### config.mk
export PLATFORM = sky130hd
export DESIGN_NAME = alu_mul_seq
export DESIGN_NICKNAME = d
export VERILOG_FILES = /design/src/rtl/alu_pkg.sv /design/src/rtl/alu_mul_seq.sv
export SDC_FILE = /design/constraint.sdc
export NUM_CORES = 1
export LEC_CHECK = 0
export BUFFER_PORTS_ARGS = -buffer_cell sky130_fd_sc_hd__buf_4
export CAP_MARGIN = 5
export CELL_PAD_IN_SITES_DETAIL_PLACEMENT = 1
export CELL_PAD_IN_SITES_GLOBAL_PLACEMENT = 1
export CORE_UTILIZATION = 42
export CTS_CLUSTER_DIAMETER = 50
export CTS_CLUSTER_SIZE = 12
export DETAILED_ROUTE_END_ITERATION = 8
export HOLD_SLACK_MARGIN = 0.03
export MAX_ROUTING_LAYER = met4
export PLACE_DENSITY = 0.95
export SYNTH_ARGS = -nofsm -noshare
export SYNTH_HDL_FRONTEND = slang
export SYNTH_SLANG_ARGS = --single-unit
### constraint.sdc
create_clock -name CLK -period 5.82 [get_ports CLK]
set_input_delay 0.291 -clock CLK [delete_from_list [all_inputs] [get_ports CLK]]
set_output_delay 0.291 -clock CLK [all_outputs]
set_load 0.01 [all_outputs]
### src/rtl/alu_pkg.sv
// Shared ALU opcodes and sequencer state encoding.
package alu_pkg;

  // ALU operation codes understood by the shared 64-bit ALU
  localparam logic [3:0] ALU_AND   = 4'h0;
  localparam logic [3:0] ALU_OR    = 4'h1;
  localparam logic [3:0] ALU_ADD   = 4'h2;
  localparam logic [3:0] ALU_SUB   = 4'h6;
  localparam logic [3:0] ALU_PASSB = 4'h7;

  // Sequencer state codes; 2'd3 is unused and recovers to IDLE
  localparam logic [1:0] IDLE = 2'd0;
  localparam logic [1:0] RUN  = 2'd1;
  localparam logic [1:0] DONE = 2'd2;

  typedef enum logic [1:0] {
    ST_IDLE = IDLE,
    ST_RUN  = RUN,
    ST_DONE = DONE
  } state_t;

endpackage

### src/rtl/alu_mul_seq.sv
// Shift-and-add multiplier sequencer. Every add is issued to the external
// shared ALU; this block only owns the ALU inputs while Busy is high.
module alu_mul_seq
  import alu_pkg::*;
#(
  parameter int WIDTH = 64,
  parameter int CNTW  = 7
) (
  input  logic             CLK,
  input  logic             Reset_L,
  input  logic             Start,
  input  logic [WIDTH-1:0] MulA,
  input  logic [WIDTH-1:0] MulB,
  output logic             Busy,
  output logic             Done,
  output logic [WIDTH-1:0] Product,
  output logic [WIDTH-1:0] AluBusA,
  output logic [WIDTH-1:0] AluBusB,
  output logic [3:0]       AluCtrl,
  input  logic [WIDTH-1:0] AluBusW
);

  state_t           r_state;
  state_t           w_state_nxt;
  logic [WIDTH-1:0] r_acc;
  logic [WIDTH-1:0] r_mcand;
  logic [WIDTH-1:0] r_mplier;
  logic [CNTW-1:0]  r_cnt;
  logic [WIDTH-1:0] r_product;
  logic             w_last;

  // Stop once no multiplier bits remain above the current one, or after WIDTH steps
  assign w_last = ((r_mplier >> 1) == '0) || (r_cnt == CNTW'(WIDTH - 1));

  assign Busy    = (r_state != ST_IDLE);
  assign Done    = (r_state == ST_DONE);
  assign Product = r_product;

  // State register
  always_ff @(posedge CLK or negedge Reset_L) begin
    if (!Reset_L) r_state <= ST_IDLE;
    else          r_state <= w_state_nxt;
  end

  // Next-state decode and ALU request; buses are idle-safe outside RUN
  always_comb begin
    w_state_nxt = ST_IDLE;
    AluBusA     = '0;
    AluBusB     = '0;
    AluCtrl     = ALU_PASSB;
    case (r_state)
      ST_IDLE: w_state_nxt = Start ? ST_RUN : ST_IDLE;
      ST_RUN: begin
        AluBusA     = r_mcand;
        AluBusB     = r_acc;
        AluCtrl     = r_mplier[0] ? ALU_ADD : ALU_PASSB;
        w_state_nxt = w_last ? ST_DONE : ST_RUN;
      end
      ST_DONE: w_state_nxt = ST_IDLE;
      default: w_state_nxt = ST_IDLE;
    endcase
  end

  // Operand load, per-iteration shift/accumulate, and result capture
  always_ff @(posedge CLK or negedge Reset_L) begin
    if (!Reset_L) begin
      r_acc     <= '0;
      r_mcand   <= '0;
      r_mplier  <= '0;
      r_cnt     <= '0;
      r_product <= '0;
    end else begin
      case (r_state)
        ST_IDLE: begin
          if (Start) begin
            r_mcand  <= MulA;
            r_mplier <= MulB;
            r_acc    <= '0;
            r_cnt    <= '0;
          end
        end
        ST_RUN: begin
          r_acc    <= AluBusW;
          r_mcand  <= r_mcand << 1;
          r_mplier <= r_mplier >> 1;
          r_cnt    <= r_cnt + CNTW'(1);
          if (w_last) r_product <= AluBusW;
        end
        default: ;
      endcase
    end
  end

endmodule
==> impl_results.md, run 1 <==
- Filler cells: 3255
- Most frequent cells in the layout: buf_4 (401), dfrtp_1 (265), and2_1 (192)
- Fin util: 59.0%
- Syn nets: 1495
- Clock buffer depth: 3
- Worst Skew: 0.0161 ns
- Final Hold Vio Count: 0
- Initial DRC count: 991
- Register Area: 0.00663 mm²
- Total core area: 0.0300 mm²
- Slew Limit Fails: 0
- Starting density of the core: 43.2%
- Total of max-cap violations: 0
- Remaining antenna violation count: 0
- Multi-input gate area: 0.00569 mm²
- Worst reg2reg setup slack: 3.11 ns
- CTS tree: built
- # placed instances: 1961
- Root Buffer: clkbuf_16
- Slew HR: 18.2%
- Nets: 1866
- Status: completed
- FP Rows: 63
- Mapped cell area: 0.0130 mm²
- DR vias: 12.8k
- Share of cells above drive strength 1: 32.6%
- Post-Synthesis Cells: 1299
- Largest net degree at the start of global routing: 141
- Synth async-reset ratio: 100%
- Pwr per Cell Area: 420 mW/mm²
- Vias in the first global route: 13.6k
- Seq cells post-synth: 265
- Final Non-Filler Cells: 2086
- Worst Hold Class: in2reg
- Max frequency: 307 MHz
- Crit path required time: 5.53 ns
- Sequential share of the synthesized area: 51.1%
- Tcrit/Tclk final: 56.0%
- Kind of end point of the critical path: output pin
- HPWL after detailed placement: 29.7 mm
- YS warnings: 0
- Clock transition at path regs: 0.06 ns
- Distinct cells, synth: 33
- Gr ovfl total: 0
- Die area: 0.0316 mm²
- Startpoint Class: flop
- Leak: 8.05 nW
- Critical path class: reg2out
- Most common library cell in the layout ignoring fill and taps: buf_4
- Io pins: 393
- Setup repair bufs after CTS: 0
- Resize count post-CTS: 0
- Max IR drop VDD: 273 µV
- Syn avg cell area: 9.99 µm²
- Global placement routability congestion: 0.901
- Die Span Y: 178 µm
- Clk_lat worst skew: 0.51 ns
- Final setup viols: 0
- Setup TNS: 0 ns
- # hold bufs at CTS: 63
- RSZ-0062 raised after global routing: no
- WP data arrival: 2.97 ns
- Vias per inst: 6.13
- Avg WL per Cell: 24.7 µm
- First-pass GRT wire length: 79.5 mm
- Clock H-tree levels: 2
- PortBufs: 390
- Total Wirelength: 51.6 mm
- Count of TritonRoute iterations in the first routing pass: 5
- Critical path fanouts, max: 139
- # clock sinks: 265
- EDFF count, synth: 0
- Area Growth Syn to Fin: 36.5%
- Initial antenna violation count: 2
- Total CTS buffers: 34
- Die Wd: 178 µm
- Worst Max-Slew Pin Slew: 1.22 ns
- Gr usage total: 33.7%
- Fin crit period: 3.26 ns
- DR DRC count: 0
- Primary FF master, synth: dfrtp_1
==> metrics by stage <==
| stage | setup slack, ns | area, µm² | total power [mW] | hold slack (ns) |
|---|---|---|---|---|
| floorplan | 4.00 | 13000 | 3.95 | -0.00459 |
| global route | 2.41 | 17700 | 7.75 | 0.0471 |
| CTS | 2.68 | 17700 | 7.33 | 0.0322 |
| global placement | 3.26 | 15900 | 4.84 | 0.467 |
| detailed placement | 3.21 | 15900 | 5.01 | 0.466 |
| finish | 2.56 | 17700 | 7.44 | 0.0473 |
==> layout make-up <==
type                    count  share of cell area (%)
clock buffers              47                    5.84
clock inverters            13                   0.890
inverters                   1                  0.0212
well taps                 390                    2.76
flip-flops and latches    265                    37.4
diodes                      2                  0.0283
repair buffers            467                    20.9
multi-input cells         901                    32.1
==> Yosys cell counts (2+ instances only) <==
master,instances,area (µm²)
dfrtp_1,265,6630
and2_1,192,1200
nand3_1,133,666
nor2_1,129,484
clkbuf_1,70,263
a31o_2,65,569
and3_1,65,407
a22oi_1,64,480
a211o_1,63,552
o22ai_1,63,394
o211ai_1,51,383
buf_2,29,145
nand2_1,19,71.3
buf_6,16,180
nor4_1,13,81.3
o211ai_2,13,163
buf_4,9,67.6
o21ai_0,9,45.0
buf_1,8,30.0
nand4_1,4,25.0
nor3_1,3,15.0
conb_1,2,7.51
nor2b_1,2,12.5
nor4_2,2,25.0
or3_1,2,12.5
==> critical path, cell delays in order (launching register included) <==
cell and delay (ns):
dfrtp_1 0.45, nor2b_4 1.01, buf_12 0.46, nand2_1 0.21, buf_4 0.19
==> report_power, final <==
part | switching (mW) | internal (mW) | leakage, nW
sequential | 0.444 | 2.37 | 2.97
clock | 0.853 | 1.38 | 0.582
combinational | 1.24 | 1.15 | 4.49
==> routing by layer <==
metal	vias to the layer above	GRT usage (%)	share of wire (%)
met5	-	-	0
met4	0	18.7	5.8
met3	196	5.55	5.9
met2	590	56.7	51
met1	6519	38.1	37
li1	5477	-	-
==> registers in the layout, indices dropped and copies added (netlist names) <==
| name | cells |
|---|---|
| Product | 64 |
| r_state | 2 |
| r_cnt | 7 |
| r_mcand | 64 |
| r_acc | 64 |
| r_mplier | 64 |
==> path summary, 6_finish.rpt <==
check                               end  cells after the start  startpoint
setup / recovery             AluCtrl[2]                      4  r_state[0]
hold / removal             r_mplier[11]                      3    MulB[11]
setup reg to reg            Product[62]                      5  r_state[0]
max in group asynchronous      r_acc[5]                      3     Reset_L
min in group asynchronous   r_mcand[31]                      2     Reset_L
hold reg to reg               r_acc[21]                      1   r_acc[21]
==> cell families (layout without fill, tap and decap cells) <==
logic type / Yosys count / in the layout / share of synthesized area, %
other cells: 2 / 4 / 0.0579
buf+inv: 133 / 528 / 5.31
flops: 265 / 265 / 51.1
fa+ha+maj: 1 / 1 / 0.0964
compound gates: 329 / 329 / 20.0
simple gates: 569 / 569 / 23.4
Note: power is estimated with default switching activity, not from simulation.
==> inputs of run 2 (changes only) <==
--- a/config.mk
+++ b/config.mk
@@ -9,13 +9,13 @@
 export CAP_MARGIN = 5
 export CELL_PAD_IN_SITES_DETAIL_PLACEMENT = 1
 export CELL_PAD_IN_SITES_GLOBAL_PLACEMENT = 1
-export CORE_UTILIZATION = 42
+export CORE_UTILIZATION = 35
 export CTS_CLUSTER_DIAMETER = 50
 export CTS_CLUSTER_SIZE = 12
 export DETAILED_ROUTE_END_ITERATION = 8
 export HOLD_SLACK_MARGIN = 0.03
 export MAX_ROUTING_LAYER = met4
-export PLACE_DENSITY = 0.95
+export PLACE_DENSITY = 0.85
 export SYNTH_ARGS = -nofsm -noshare
 export SYNTH_HDL_FRONTEND = slang
 export SYNTH_SLANG_ARGS = --single-unit
==> constraint.sdc (replaced) <==
create_clock -name CLK -period 2.9 [get_ports CLK]
set_input_delay 0.145 -clock CLK [delete_from_list [all_inputs] [get_ports CLK]]
set_output_delay 0.145 -clock CLK [all_outputs]
set_load 0.01 [all_outputs]
==> run 2 against run 1 <==
Compared with the run above:
- total power is 100% higher
- utilization is 6.5 points lower
- critical path depth is 2 higher
- largest cell class unchanged
- combinational power rose by 110%
- non-clock buffer count grew 117
- critical endpoint is now Product[4]
- wire length rose by 1.3%
==> impl_results.md, run 2 (synthesized netlist as in run 1, its figures left out) <==
- Status: completed
- DR DRC count: 0 (unchanged)
- Clock buffer depth: 3 (unchanged)
- Sequential share of power: 36.5% (-1.3 points)
- PortBufs: 390 (unchanged)
- Most common library cell in the layout ignoring fill and taps: buf_4
- Worst hold stages: 3 (unchanged)
- Total Wirelength: 52.3 mm (+1.3%)
- Critical path fanouts, max: 64 (-54%)
- Root Buffer: clkbuf_16
- Die area: 0.0378 mm² (+20%)
- WP data arrival: 2.86 ns (-0.11 ns)
- Area Growth Syn to Fin: 47.8%
- Largest net degree at the start of global routing: 117 (-17%)
- Global placement routability congestion: 0.814 (-9.7%)
- Gr usage total: 28.1% (-5.6 points)
- # hold bufs at CTS: 175 (+180%)
- Initial DRC count: 758 (-24%)
- Worst hold endpoint: r_acc[21]
- Starting density of the core: 35.5% (-7.7 points)
- Internal Pwr Total: 10.1 mW (+110%)
- Vias per inst: 5.64 (-8.0%)
- Remaining antenna violation count: 0 (unchanged)
- Final setup margin: 0.408 ns (-2.15 ns)
- Critical path class: reg2reg
- Clock H-tree levels: 2 (unchanged)
- Fin crit period: 2.49 ns
- Sw Share: 33.6% (-0.51 points)
- Clock transition at path regs: 0.06 ns (about the same)
- Pwr per Cell Area: 794 mW/mm² (+89%)
- Leak: 8.60 nW (+6.9%)
- Nets: 1985 (+6.4%)
- Vias in the first global route: 14.2k (+4.5%)
- First-pass GRT wire length: 82.5 mm (+3.8%)
- Count of TritonRoute iterations in the first routing pass: 5 (unchanged)
- Tcrit/Tclk final: 85.9%
- Worst reg2reg setup slack: 0.41 ns (-2.70 ns)
- Initial antenna violation count: 4 (+2)
- Worst reg2reg path depth: 6 (+1)
- Setup TNS: 0 ns (unchanged)
- Logic pwr share: 32.5% (+0.3 points)
- Post-place setup slack: 0.525 ns (-2.68 ns)
- Total power: 15.2 mW (+100%)
- Reg2reg start: r_mplier[37]
- Die Wd: 195 µm (+9.4%)
- Worst Hold Class: in2reg
- Clk_lat worst skew: 0.52 ns (about the same)
- R2R Path End: Product[4]
- RSZ-0062 raised after global routing: no
- Most frequent cells in the layout: buf_4 (396), dfrtp_1 (265), and2_1 (192)
- Final Hold Vio Count: 0 (unchanged)
- Worst Max-Slew Pin Slew: 1.03 ns (-0.190 ns)
- Max frequency: 401 MHz
- Slew Limit Fails: 0 (unchanged)
- Avg WL per Cell: 22.8 µm (-7.7%)
- Die Span Y: 195 µm (+9.4%)
- Final setup viols: 0 (unchanged)
- Startpoint Class: flop
- # clock sinks: 265 (unchanged)
- HPWL after detailed placement: 29.2 mm (-1.8%)
- CTS tree: built
- Worst Skew: 0.0233 ns (+0.00720 ns)
- FP Rows: 70 (+11%)
- Total of max-cap violations: 0 (unchanged)
- Setup repair bufs after CTS: 0 (unchanged)
- Clk pwr share: 31.0% (+1.0 points)
- P_sw: 5.12 mW (+100%)
- Max IR drop VDD: 523 µV (+92%)
- Resize count post-CTS: 0 (unchanged)
- Crit path required time: 3.27 ns (-2.26 ns)
- Gr ovfl total: 0 (unchanged)
- Hold Startpoint: AluBusW[21]
- Io pins: 393 (unchanged)
- Kind of end point of the critical path: flop
- Total CTS buffers: 36 (+5.9%)
- Total core area: 0.0365 mm² (+22%)
- DR vias: 12.9k (+0.92%)
- Share of cells above drive strength 1: 31.1% (-1.5 points)
- Slew HR: 31.0% (+13 points)
-- run 2: power by group through the flow --
stage	Combinational (mW)	Sequential [mW]	Clock, mW
after global placement	4.37	5.40	0
after detailed placement	4.53	5.49	0
after CTS	4.79	5.45	4.79
final	4.95	5.55	4.71
after floorplan	2.68	5.24	0
after global routing	5.31	5.66	4.95
-- run 2: critical path, stage by stage (launching register included) --
cell and delay (ns):
dfrtp_1 0.42, nor4_1 0.39, nand4_1 0.19, or3_2 0.47, buf_4 0.36, o211ai_1 0.33
nand3_1 0.14
-- run 2: cell type report --
| cell class | instances | area (µm²) |
|---|---|---|
| clock buffer | 42 | 985 |
| fill | 3941 | 17400 |
| clock inverter | 23 | 280 |
| timing repair buffer | 584 | 4980 |
| multi-input combinational | 901 | 5690 |
| antenna | 4 | 10.0 |
| inverter | 1 | 3.75 |
| sequential | 265 | 6630 |
| tap | 468 | 586 |
-- run 2: worst max path at each step --
stage | start | to | slack (ns) | cells past startpoint
floorplan | r_cnt[0] | Product[54] | 1.08 | 7
global placement | r_mplier[62] | Product[27] | 0.54 | 6
detailed placement | r_mplier[19] | Product[25] | 0.53 | 6
CTS | r_mplier[61] | Product[4] | 0.48 | 6
global route | r_mplier[57] | Product[4] | 0.28 | 6
finish | r_mplier[37] | Product[4] | 0.41 | 6
-- run 2: stage by stage --
step / std cells / hold slack [ns] / utilization, % / cell area (µm²)
floorplan: 1299 / -0.151 / - / 13000
global placement: 2044 / 0.178 / 44.2 / 16100
detailed placement: 2044 / 0.188 / 44.2 / 16100
CTS: 2284 / 0.0351 / 52.5 / 19200
global route: 2288 / 0.0493 / 52.5 / 19200
finish: 2288 / 0.0565 / 52.5 / 19200
-- run 2: layer usage --
metal / up-vias / GRT usage [%] / wire, µm
li1: 5718 / - / -
met1: 6593 / 33.2 / 21100
met2: 432 / 47.4 / 26600
met3: 157 / 4.32 / 2300
met4: 0 / 12.5 / 2320
met5: - / - / 0
==> inputs of run 3 (changes only) <==
--- a/config.mk
+++ b/config.mk
@@ -16,6 +16,7 @@
 export HOLD_SLACK_MARGIN = 0.03
 export MAX_ROUTING_LAYER = met4
 export PLACE_DENSITY = 0.85
+export REMOVE_ABC_BUFFERS = 1
 export SYNTH_ARGS = -nofsm -noshare
 export SYNTH_HDL_FRONTEND = slang
 export SYNTH_SLANG_ARGS = --single-unit
==> run 3 against run 2 <==
Compared with the run above:
- final cell count up 1.0%
- utilization is 0.24 points higher
- sequential power increased by 0.9%
- sequential cell count did not move
- clock-buffer cell count rose by 7
- critical endpoint is now Product[0]
- wire length up 3.4%
- via count increased by 3.1%
- worst setup slack lost 0.17 ns
- first-iteration DRC count grew 2.2%
==> impl_results.md, run 3 (synthesized netlist as in run 1, its figures left out) <==
- Worst Hold Class: in2reg
- Critical path class: reg2reg
- CP peak stage delay: 0.48 ns (about the same)
- Remaining antenna violation count: 0 (unchanged)
- HPWL after detailed placement: 28.8 mm (-1.2%)
- Status: completed
- Total core area: 0.0365 mm² (unchanged)
- Slew HR: 41.2% (+10 points)
- Starting density of the core: 35.5% (unchanged)
- Area Growth Syn to Fin: 48.4%
- Total power: 15.3 mW (+0.40%)
- Startpoint Class: flop
- Setup repair bufs after CTS: 0 (unchanged)
- Total CTS buffers: 38 (+5.6%)
- Clock H-tree levels: 2 (unchanged)
- Nets: 2002 (+0.86%)
- Share of cells above drive strength 1: 31.0% (-0.032 points)
- Die Wd: 195 µm (unchanged)
- Kind of end point of the critical path: flop
- Reg2reg start: r_mplier[49]
- Gr usage total: 28.8% (+0.62 points)
- Vias per inst: 5.75 (+2.0%)
- Total of max-cap violations: 0 (unchanged)
- # hold bufs at CTS: 185 (+5.7%)
- Vias in the first global route: 14.7k (+3.3%)
- RSZ-0062 raised after global routing: no
- Crit path from: r_mplier[49]
- Tcrit/Tclk final: 91.8% (+5.9 points)
- Total Wirelength: 54.0 mm (+3.4%)
- Post-place setup slack: 0.553 ns (+0.0282 ns)
- Clock buffer depth: 3 (unchanged)
- Final setup viols: 0 (unchanged)
- Clk_lat worst skew: 0.54 ns (+0.02 ns)
- Pwr per Cell Area: 793 mW/mm² (about the same)
- Clock transition at path regs: 0.07 ns (about the same)
- Io pins: 393 (unchanged)
- Critical path fanouts, max: 64 (unchanged)
- PortBufs: 390 (unchanged)
- Initial DRC count: 775 (+2.2%)
- Fin crit period: 2.66 ns (+0.170 ns)
- Max IR drop VDD: 461 µV (-12%)
- Crit path required time: 3.27 ns (about the same)
- Crit path depth: 6 (unchanged)
- Top Family by Delay on Critical Path: simple AND/OR/NAND/NOR gates
- CTS tree: built
- Initial antenna violation count: 9 (+5)
- Slew Limit Fails: 0 (unchanged)
- Leak: 8.64 nW (+0.45%)
- Gr ovfl total: 0 (unchanged)
- Hold slack: 0.0486 ns (-0.00786 ns)
- First-pass GRT wire length: 84.1 mm (+2.0%)
- Final setup margin: 0.238 ns (-0.170 ns)
- Worst reg2reg path depth: 6 (unchanged)
- Buf+Inv Stages, Crit Path: 1 (unchanged)
- FP Rows: 70 (unchanged)
- Slowest stage cell on the critical path: or3_2
- Worst Skew: 0.0326 ns (+0.00932 ns)
- Global placement routability congestion: 0.832 (+2.2%)
- Worst setup endpoint: Product[0]
- Largest net degree at the start of global routing: 202 (+73%)
- DR vias: 13.3k (+3.1%)
- WP data arrival: 3.04 ns (+0.18 ns)
- Worst reg2reg setup slack: 0.24 ns (-0.17 ns)
- Die Span Y: 195 µm (unchanged)
- # clock sinks: 265 (unchanged)
- Resize count post-CTS: 0 (unchanged)
- Most frequent cells in the layout: buf_4 (405), dfrtp_1 (265), and2_1 (192)
- Worst Max-Slew Pin Slew: 0.881 ns (-0.153 ns)
- Max frequency: 376 MHz (-6.4%)
- DR DRC count: 0 (unchanged)
- Root Buffer: clkbuf_16
- Worst-path cell chain: nor4_1 -> nand4_1 -> or3_2 -> buf_4 -> o211ai_1 -> nand3_1
- Most common library cell in the layout ignoring fill and taps: buf_4
- Final Hold Vio Count: 0 (unchanged)
- Filler cells: 3982 (+1.0%)
- Die area: 0.0378 mm² (unchanged)
- Avg WL per Cell: 23.4 µm (+2.3%)
- R2R Path End: Product[0]
- Count of TritonRoute iterations in the first routing pass: 5 (unchanged)
run 3: cell count changes in the layout (fill, tap and decap cells not counted), moves of 4 or more:
| cell | previous run | this run |
|---|---|---|
| buf_4 | 396 | 405 |
| dlygate4sd3_1 | 175 | 185 |
| bufinv_16 | 5 | 1 |
| diode_2 | 4 | 10 |
| clkinv_2 | 6 | 1 |
| buf_12 | 12 | 8 |
run 3: area by class of cell:
type	count	area, µm²	share of cell area, %
Antenna cell	10	25.0	0.130
Multi-Input combinational cell	901	5690	29.6
Inverter	1	3.75	0.0195
Clock inverter	19	189	0.981
Tap cell	468	586	3.04
Timing Repair Buffer	599	5070	26.3
Clock buffer	49	1060	5.52
Sequential cell	265	6630	34.4
run 3: power by group:
group	leakage (nW)	internal [mW]	switching, mW
Combinational	5.07	2.44	2.59
Sequential	2.97	4.75	0.846
Clock	0.596	2.73	1.92
Total	8.64	9.92	5.36
run 3: how the worst min path moves through the flow:
stage	to	from	cells past startpoint
6_report	r_acc[27]	AluBusW[27]	3
5_1_grt	r_acc[25]	AluBusW[25]	3
4_1_cts	r_acc[52]	AluBusW[52]	3
3_5_place_dp	Product[4]	Reset_L	1
3_3_place_gp	r_acc[4]	Reset_L	1
2_1_floorplan	Product[0]	Reset_L	0
run 3: tightest hold or removal path, cell delays in order:
cell	delay (ns)
buf_4	0.08
and2_1	0.19
a31o_2	0.12
run 3: through the flow:
step / setup TNS, ns / area (µm²) / std cells / util [%]
floorplan: -1120.88 / 12300 / 1167 / -
global placement: 0 / 16100 / 2049 / 44.2
detailed placement: 0 / 16100 / 2049 / 44.2
CTS: 0 / 19200 / 2302 / 52.7
global route: 0 / 19300 / 2312 / 52.7
finish: 0 / 19300 / 2312 / 52.7
run 3: per-layer routing:
metal | track usage (%) | up-vias | wire length [µm]
li1 | - | 5758 | -
met1 | 31.9 | 6780 | 20400
met2 | 49.2 | 574 | 27600
met3 | 5.29 | 189 | 3110
met4 | 15.0 | 0 | 2900
met5 | - | - | 0
